$ cat config.mk
export PLATFORM = sky130hd
export DESIGN_NAME = dpram_stream_reader
export DESIGN_NICKNAME = d
export VERILOG_FILES = /design/src/rtl/dpram_stream_reader_pkg.sv /design/src/rtl/dpram_stream_reader_skid_fifo.sv /design/src/rtl/dpram_stream_reader.sv
export SDC_FILE = /design/constraint.sdc
export NUM_CORES = 1
export LEC_CHECK = 0
export ABC_CLOCK_PERIOD_IN_PS = 3150
export CAP_MARGIN = 0
export CORE_UTILIZATION = 42
export CTS_BUF_LIST = sky130_fd_sc_hd__clkbuf_2 sky130_fd_sc_hd__clkbuf_4 sky130_fd_sc_hd__clkbuf_8
export DETAILED_ROUTE_END_ITERATION = 16
export HOLD_SLACK_MARGIN = 0.03
export PLACE_DENSITY_LB_ADDON = 0.05
export SKIP_LAST_GASP = 1
export SLEW_MARGIN = 5
export SYNTH_ARGS = -nofsm -noshare
export SYNTH_HDL_FRONTEND = slang
export SYNTH_HIERARCHICAL = 1
export SYNTH_SLANG_ARGS = --single-unit
$ cat constraint.sdc
create_clock -name clk -period 3.15 [get_ports clk]
set_clock_uncertainty 0.15 [all_clocks]
set_input_delay 0.4725 -clock clk [delete_from_list [all_inputs] [get_ports clk]]
set_output_delay 0.4725 -clock clk [all_outputs]
set_load 0.01 [all_outputs]
$ cat src/rtl/dpram_stream_reader_pkg.sv
// Shared definitions for the dual-port RAM stream reader: controller state
// encoding and skid FIFO sizing.
package dpram_stream_reader_pkg;

   typedef enum logic [1:0] {
      ST_IDLE  = 2'd0,
      ST_READ  = 2'd1,
      ST_DRAIN = 2'd2
   } state_t;

   localparam int SKID_DEPTH = 2;
   localparam int SKID_CNT_W = $clog2(SKID_DEPTH + 1);

endpackage

$ cat src/rtl/dpram_stream_reader_skid_fifo.sv
// Two-entry skid FIFO for the stream reader. The head entry drives the stream
// directly, so a push into an empty FIFO appears one cycle later.
module stream_skid_fifo
   import dpram_stream_reader_pkg::*;
#(
   parameter int WIDTH = 9
) (
   input  logic                  clk,
   input  logic                  reset_n,
   input  logic                  flush,
   input  logic                  push,
   input  logic [WIDTH-1:0]      push_data,
   input  logic                  pop,
   output logic [WIDTH-1:0]      head_data,
   output logic                  head_valid,
   output logic [SKID_CNT_W-1:0] count
);

   logic [WIDTH-1:0] slot [SKID_DEPTH];
   logic             wr_ptr;
   logic             rd_ptr;
   logic             push_ok;
   logic             pop_ok;

   assign head_valid = (count != '0);
   assign head_data  = slot[rd_ptr];
   assign push_ok    = push && (count != SKID_CNT_W'(SKID_DEPTH));
   assign pop_ok     = pop && head_valid;

   // Slots reset to zero so the stream word reads as zero straight out of reset.
   always_ff @(posedge clk or negedge reset_n) begin
      if (!reset_n) begin
         slot[0] <= '0;
         slot[1] <= '0;
         wr_ptr  <= 1'b0;
         rd_ptr  <= 1'b0;
         count   <= '0;
      end else if (flush) begin
         wr_ptr  <= 1'b0;
         rd_ptr  <= 1'b0;
         count   <= '0;
      end else begin
         if (push_ok) begin
            slot[wr_ptr] <= push_data;
            wr_ptr       <= ~wr_ptr;
         end
         if (pop_ok) begin
            rd_ptr <= ~rd_ptr;
         end
         case ({push_ok, pop_ok})
            2'b10:   count <= count + SKID_CNT_W'(1);
            2'b01:   count <= count - SKID_CNT_W'(1);
            default: count <= count;
         endcase
      end
   end

endmodule

$ cat src/rtl/dpram_stream_reader.sv
// Bulk reader for one port of a registered-read dual-port RAM: walks LEN words
// from BASE and emits them on a valid/ready stream with a last flag.
module dpram_stream_reader
   import dpram_stream_reader_pkg::*;
#(
   parameter int ADDR_W = 10,
   parameter int DATA_W = 8
) (
   input  logic              clk,
   input  logic              reset_n,
   input  logic              start,
   input  logic [ADDR_W-1:0] base_addr,
   input  logic [ADDR_W-1:0] length,
   input  logic              abort,
   output logic              busy,
   output logic              done,
   output logic [ADDR_W-1:0] ram_address,
   input  logic [DATA_W-1:0] ram_q,
   output logic              out_valid,
   input  logic              out_ready,
   output logic [DATA_W-1:0] out_data,
   output logic              out_last
);

   state_t                  state;
   logic [ADDR_W-1:0]       len_reg;
   logic [ADDR_W-1:0]       issued;
   logic                    inflight;
   logic                    inflight_last;

   logic [DATA_W:0]         head_data;
   logic                    head_valid;
   logic [SKID_CNT_W-1:0]   fifo_count;
   logic [SKID_CNT_W:0]     occupancy;
   logic                    pop;
   logic                    flush;
   logic                    issue;
   logic                    issue_last;
   logic                    room;

   assign out_valid = head_valid;
   assign out_data  = head_data[DATA_W-1:0];
   assign out_last  = head_valid && head_data[DATA_W];

   assign pop   = head_valid && out_ready;
   assign flush = abort && (state != ST_IDLE);

   // Words held in the FIFO plus the one in the RAM pipeline never exceed the
   // FIFO depth; a pop this cycle frees one slot for the word issued now.
   assign occupancy  = {1'b0, fifo_count} + {{SKID_CNT_W{1'b0}}, inflight};
   assign room       = pop ? (occupancy <= (SKID_CNT_W + 1)'(SKID_DEPTH))
                           : (occupancy <= (SKID_CNT_W + 1)'(SKID_DEPTH - 1));
   assign issue      = (state == ST_READ) && !abort && room;
   assign issue_last = (issued == (len_reg - ADDR_W'(1)));

   stream_skid_fifo #(
      .WIDTH(DATA_W + 1)
   ) u_skid (
      .clk       (clk),
      .reset_n   (reset_n),
      .flush     (flush),
      .push      (inflight && !flush),
      .push_data ({inflight_last, ram_q}),
      .pop       (pop),
      .head_data (head_data),
      .head_valid(head_valid),
      .count     (fifo_count)
   );

   // In-flight tracking: ram_q is valid the cycle after an issue, so the
   // issue strobe and its last tag are delayed one cycle to drive the push.
   always_ff @(posedge clk or negedge reset_n) begin
      if (!reset_n) begin
         inflight      <= 1'b0;
         inflight_last <= 1'b0;
      end else begin
         inflight      <= issue;
         inflight_last <= issue && issue_last;
      end
   end

   // Controller: accepts commands, advances the address on each issue and
   // closes the transfer once the last-tagged word leaves the stream.
   always_ff @(posedge clk or negedge reset_n) begin
      if (!reset_n) begin
         state       <= ST_IDLE;
         busy        <= 1'b0;
         done        <= 1'b0;
         ram_address <= '0;
         len_reg     <= '0;
         issued      <= '0;
      end else begin
         done <= 1'b0;
         if (flush) begin
            state <= ST_IDLE;
            busy  <= 1'b0;
            done  <= 1'b1;
         end else begin
            case (state)
               ST_IDLE: begin
                  if (start) begin
                     if (length == '0) begin
                        done <= 1'b1;
                     end else begin
                        state       <= ST_READ;
                        busy        <= 1'b1;
                        ram_address <= base_addr;
                        len_reg     <= length;
                        issued      <= '0;
                     end
                  end
               end
               ST_READ: begin
                  if (issue) begin
                     ram_address <= ram_address + ADDR_W'(1);
                     issued      <= issued + ADDR_W'(1);
                     if (issue_last) begin
                        state <= ST_DRAIN;
                     end
                  end
               end
               ST_DRAIN: begin
                  if (pop && out_last) begin
                     state <= ST_IDLE;
                     busy  <= 1'b0;
                     done  <= 1'b1;
                  end
               end
               default: begin
                  state <= ST_IDLE;
                  busy  <= 1'b0;
               end
            endcase
         end
      end
   end

endmodule

==> results of run 1 <==
[logic make-up after synthesis]
family | Yosys count
adder cells (fa/ha/maj) | 7
AO/OA/AOI/OAI | 71
XOR/XNOR | 14
AND/OR/NAND/NOR | 121
flip-flops | 58
buffers and inverters | 22
multiplexers | 31
[path summary, 6_finish.rpt]
| path | cells after the start | endpoint | slack, ns |
|---|---|---|---|
| setup / recovery | 9 | ram_address[9]$_DFFE_PN0P_ | 0.27 |
| max in group asynchronous | 2 | u_skid/slot[6]$_DFFE_PN0P_ | 2.13 |
| hold / removal | 1 | u_skid/slot[14]$_DFFE_PN0P_ | 0.03 |
| hold reg to reg | 2 | len_reg[9]$_DFFE_PN0P_ | 0.35 |
| setup reg to reg | 9 | ram_address[9]$_DFFE_PN0P_ | 0.27 |
| min in group clk | 2 | len_reg[9]$_DFFE_PN0P_ | 0.35 |
[report_power, final]
part / internal (uW) / switching [uW]
sequential: 986 / 235
combinational: 781 / 641
clock: 498 / 300
total: 2260 / 1180
[layout make-up]
class	instances	area, um^2	area share, %
inverters	13	48.8	1.18
flip-flops and latches	58	1450	35.0
clock inverters	4	73.8	1.78
well taps	99	124	2.99
repair buffers	66	626	15.1
clock buffers	12	159	3.83
multi-input cells	244	1670	40.2
[placed cells by master (no fill, tap or decap), types with 4 or more instances in the layout]
cell / netlist / final
and3_1: 6 / 6
nand3_1: 11 / 11
clkdlybuf4s50_1: 0 / 53
o211ai_1: 5 / 5
nand4_1: 4 / 4
mux2_2: 28 / 28
buf_4: 1 / 12
nor2b_1: 7 / 7
o21ai_0: 16 / 16
dfrtp_1: 58 / 58
nand2b_1: 6 / 6
o22ai_1: 8 / 8
clkbuf_8: 0 / 11
nand2_1: 33 / 33
a31oi_1: 4 / 4
nor3_1: 7 / 7
xnor2_1: 9 / 9
ha_1: 7 / 7
nor2_1: 23 / 23
xor2_1: 5 / 5
inv_1: 11 / 11
a21oi_1: 15 / 15
[layer usage]
layer / GRT usage [%] / vias up / wire length [um]
met4: 9.09 / 0 / 140
li1: - / 1319 / -
met3: 3.42 / 11 / 408
met2: 31.0 / 64 / 3300
met5: 0 / - / 0
met1: 28.1 / 1288 / 3460
[per-stage QoR]
stage | hold WS (ns) | cell area, um^2 | cells
after floorplan | 0.0269 | 3210 | 324
after global placement | 0.334 | 3920 | 480
after detailed placement | 0.341 | 3920 | 480
after CTS | 0.0568 | 4150 | 496
after global routing | 0.0906 | 4150 | 496
final | 0.0335 | 4150 | 496
[worst reg2reg max path: cells and delay by family (launching register included)]
kind            cells  cell delay, ns
fa+ha+maj           2            0.49
simple gates        1            0.48
flops               1            0.45
compound gates      3            0.63
buf+inv             2            0.22
mux                 1            0.35
==> results.sh, run 1 <==
export IMPL_dp_slack_ns=0.307
export IMPL_path_class="register to register"
export IMPL_cts_sinks=58
export IMPL_yosysTopAreaCell="dfrtp_1"
export IMPL_synth_top_family_by_area="simple AND/OR/NAND/NOR gates"
export IMPL_ys_flop_type="dfrtp_1"
export IMPL_peakVddDrop_mv=0.321
export IMPL_post_cts_resized=0
export IMPL_status="finished clean"
export IMPL_drtPass1Iterations=4
export IMPL_avgRoutedWirePerCell_um=14.7
export IMPL_ys_top_cells_by_count="dfrtp_1, nand2_1, mux2_2"
export IMPL_largest_register="u_skid/slot"
export IMPL_wirelength_um=7300
export IMPL_worstPathArrival_ns=2.94
export IMPL_syn_avg_cell_area_um2=9.91
export IMPL_drive_gt1_share_pct=16.9
export IMPL_fillers=659
export IMPL_root_buffer="clkbuf_8"
export IMPL_fp_row_count=31
export IMPL_syn_num_nets=364
export IMPL_cp_start_kind="register"
export IMPL_yosys_mux_area_fraction_pct=10.8
export IMPL_track_usage_pct=20.2
export IMPL_slew_viol_final=0
export IMPL_slew_headroom_pct=52.0
export IMPL_area_growth_syn_to_layout_pct=29.1
export IMPL_r2r_start="u_skid/count[0]$_DFFE_PN0P_"
export IMPL_synth_compound_area_share_pct=14.6
export IMPL_synth_most_common_cell="dfrtp_1"
export IMPL_cts_buffer_depth=2
export IMPL_io_buffers=54
export IMPL_core_area_um2=7330
export IMPL_cts_setup_buffers=0
export IMPL_cp_end_kind="register"
export IMPL_synth_enable_flop_cells=0
export IMPL_numCtsBuffers=9
export IMPL_post_route_util_pct=56.6
export IMPL_drt_iter0_markers=83
export IMPL_ant_nets=0
export IMPL_ys_warn_count=6
export IMPL_crit_required_ns=3.22
export IMPL_path_common_cell="ha_1"
export IMPL_hold_class="input port to async pin"
export IMPL_max_cap_viol_count=0
export IMPL_dp_hpwl_um=5420
export IMPL_detail_route_drc_violations=0
export IMPL_slowest_stage="or3b_2"
export IMPL_path_cells="ha_1, inv_1, ha_1, or3b_2, o22ai_2, o21ai_2, inv_2, mux2_2, a221o_1"
export IMPL_crit_fanout=9
export IMPL_clk_insertion_delay_late_ns=0.34
export IMPL_setup_viol=0
export IMPL_die_w_um=89.5
export IMPL_h_tree_depth=3
export IMPL_timing_fmax_mhz=348
export IMPL_viasPerCell=5.41
export IMPL_leakage_uw=0.00179
export IMPL_die_h_um=89.5
export IMPL_setup_slack_ns=0.273
export IMPL_layout_min_cycle_time_ns=2.88
export IMPL_cts_clk_slew_worst_paths_ns=0.07
export IMPL_crit_buf_inv=2
export IMPL_gp_congestion=0.815
export IMPL_worst_slew_pin_slew_ns=0.721
export IMPL_pwr_density_cell_nw_per_um2=829
export IMPL_grt_pass1_wl_um=12000
export IMPL_ys_ff_latch=58
export IMPL_ioPinCount=55
export IMPL_initial_core_util_pct=43.8
export IMPL_startpoint="u_skid/count[0]$_DFFE_PN0P_"
export IMPL_nets=432
export IMPL_cts_tree="done"
export IMPL_cp_top_family="compound AO/OA/AOI/OAI gates"
export IMPL_grt_max_degree=32
export IMPL_synth_top_area_share_pct=45.2
export IMPL_hold_viol=0
export IMPL_largest_reg_flops=18
export IMPL_synth_xor_area_share_pct=3.82
export IMPL_ctsHoldBuffers=0
export IMPL_ys_seq_area_share_pct=45.2
export IMPL_ys_async_sr_fraction_pct=100
export IMPL_dieArea_um2=8000
export IMPL_synthSimpleGateAreaFrac_pct=19.9
export IMPL_globalRouteOverflowTotal=0
export IMPL_setup_tns_ns=0
export IMPL_n_antenna_cell=0
export IMPL_grt_pass1_vias=2509
export IMPL_finalPower_uw=3440
export IMPL_synthesis_instances=324
export IMPL_yosysUniqueCellTypes=57
export IMPL_max_stage_delay_ns=0.48
export IMPL_yosys_area_share_adder_pct=2.73
export IMPL_synth_area_um2=3210
export IMPL_grt_antenna_before_repair=0
export IMPL_synthTopCellsByArea="dfrtp_1, mux2_2, nand2_1"
export IMPL_via_count=2682
export IMPL_rsz0062_at_grt="false"
export IMPL_finalCritPeriodShare_pct=91.3
Power figures use the tool's default switching activity.
==> inputs of run 2 (changes only) <==
Settings changed: ABC_CLOCK_PERIOD_IN_PS 3150 to unset, CORE_UTILIZATION 42 to 45.
==> run 2 against run 1 <==
Compared with the run above:
- combinational power barely moved
- first-iteration DRC count rose by 51%
- sequential power barely moved
- fmax rose by 1.5%
- register-to-register slack improved by 0.04 ns
- clock-buffer cell count fell by 2
- power fell by 0.66%
- wire length fell by 1.4%
- largest power group unchanged
- highest routed layer unchanged
==> results.sh, run 2 (synthesis results as in run 1) <==
export IMPL_status="finished clean"
export IMPL_timing_fmax_mhz=353
export IMPL_ant_nets=0
export IMPL_cts_sinks=58
export IMPL_numCtsBuffers=9
export IMPL_setup_viol=0
export IMPL_cp_start_kind="register"
export IMPL_area_growth_syn_to_layout_pct=29.1
export IMPL_core_area_um2=6830
export IMPL_fillers=609
export IMPL_drive_gt1_share_pct=16.8
export IMPL_largest_register="u_skid/slot"
export IMPL_pwr_density_cell_nw_per_um2=824
export IMPL_via_count=2655
export IMPL_grt_antenna_before_repair=0
export IMPL_clk_insertion_delay_late_ns=0.34
export IMPL_leakage_uw=0.00178
export IMPL_layout_min_cycle_time_ns=2.83
export IMPL_die_w_um=86.5
export IMPL_crit_required_ns=3.22
export IMPL_path_class="register to register"
export IMPL_setup_tns_ns=0
export IMPL_io_buffers=54
export IMPL_drtPass1Iterations=4
export IMPL_viasPerCell=5.37
export IMPL_nets=433
export IMPL_worstPathArrival_ns=2.91
export IMPL_root_buffer="clkbuf_8"
export IMPL_finalCritPeriodShare_pct=89.9
export IMPL_wirelength_met1_um=3250
export IMPL_dieArea_um2=7480
export IMPL_dp_slack_ns=0.328
export IMPL_drt_iter0_markers=125
export IMPL_cts_buffer_depth=2
export IMPL_multi_input_area_um2=1670
export IMPL_largest_reg_flops=18
export IMPL_setup_slack_ns=0.317
export IMPL_peakVddDrop_mv=0.421
export IMPL_grt_max_degree=27
export IMPL_detail_route_drc_violations=0
export IMPL_max_cap_viol_count=0
export IMPL_crit_fanout=9
export IMPL_fp_row_count=30
export IMPL_worst_slew_pin_slew_ns=0.580
export IMPL_hold_viol=0
export IMPL_h_tree_depth=3
export IMPL_grt_pass1_wl_um=12200
export IMPL_dr_wl_met2_um=3470
export IMPL_layout_commonest_cell="dfrtp_1"
export IMPL_wirelength_um=7200
export IMPL_initial_core_util_pct=47.0
export IMPL_route_met3_wl_um=401
export IMPL_n_antenna_cell=0
export IMPL_hold_class="register to register"
export IMPL_die_h_um=86.5
export IMPL_grt_pass1_vias=2511
export IMPL_avgRoutedWirePerCell_um=14.6
export IMPL_slew_headroom_pct=61.0
export IMPL_dp_hpwl_um=5340
export IMPL_ioPinCount=55
export IMPL_cp_end_kind="register"
export IMPL_track_usage_pct=21.4
export IMPL_gp_congestion=0.789
export IMPL_cts_tree="done"
export IMPL_slew_viol_final=0
export IMPL_rsz0062_at_grt="false"
export IMPL_top_layer="met4"
export IMPL_cts_setup_buffers=0
export IMPL_seq_area_um2=1450
export IMPL_globalRouteOverflowTotal=0
export IMPL_most_common_layout_cells="dfrtp_1, clkdlybuf4s50_1, nand2_1"
export IMPL_cts_clk_slew_worst_paths_ns=0.07
==> run 2: power by group <==
group	total, uW	switching, uW	internal, uW
combinational	1420	647	775
sequential	1210	228	986
clock	781	313	468
total	3420	1190	2230
==> run 2: repair_timing <==
| item | in CTS | in global routing |
|---|---|---|
| setup endpoints to repair | 0 | 0 |
| hold endpoints to repair | 20 | 0 |
| hold buffers | 1 | 0 |
| resized for setup | 0 | 0 |
==> run 2: final timing paths <==
kind | startpoint | endpoint | slack [ns] | cells past startpoint
setup reg to reg | u_skid/count[0]$_DFFE_PN0P_ | ram_address[9]$_DFFE_PN0P_ | 0.32 | 9
hold reg to reg | u_skid/slot[5]$_DFFE_PN0P_ | u_skid/slot[5]$_DFFE_PN0P_ | 0.35 | 1
max in group asynchronous | reset_n | ram_address[3]$_DFFE_PN0P_ | 1.64 | 3
hold / removal | u_skid/slot[5]$_DFFE_PN0P_ | u_skid/slot[5]$_DFFE_PN0P_ | 0.35 | 1
setup / recovery | u_skid/count[0]$_DFFE_PN0P_ | ram_address[9]$_DFFE_PN0P_ | 0.32 | 9
min in group asynchronous | reset_n | u_skid/rd_ptr$_DFFE_PN0P_ | 0.48 | 2
==> run 2: stage by stage <==
stage                     total power, uW  utilization, %  cell area [um^2]  hold WS (ns)  instances
after global routing                 3670            60.7              4150         0.364        494
after global placement               2630            57.3              3910         0.317        477
after detailed placement             2660            57.3              3910         0.320        477
after floorplan                      2060               -              3210        0.0269        324
after CTS                            3450            60.7              4150         0.351        494
final                                3420            60.7              4150         0.353        494
==> run 2: per-layer routing <==
metal | GRT usage (%) | vias to the layer above
li1 | - | 1308
met1 | 27.6 | 1263
met2 | 34.6 | 77
met3 | 6.19 | 7
met4 | 6.97 | 0
met5 | 0 | -
==> run 2: final cells by class <==
| cell class | instances | area share, % |
|---|---|---|
| clock buffer | 10 | 3.32 |
| clock inverter | 6 | 2.14 |
| inverter | 13 | 1.18 |
| multi-input combinational | 244 | 40.2 |
| sequential | 58 | 35.0 |
| tap | 96 | 2.90 |
| timing repair buffer | 67 | 15.3 |
==> run 2: critical path, cell delays in order, from the launching register on <==
cell and delay (ns):
dfrtp_1 0.46, ha_1 0.21, inv_1 0.06, ha_1 0.28, or3b_2 0.48, o22ai_2 0.25, o21ai_2 0.11, inv_2 0.11
mux2_2 0.33, a221o_1 0.29
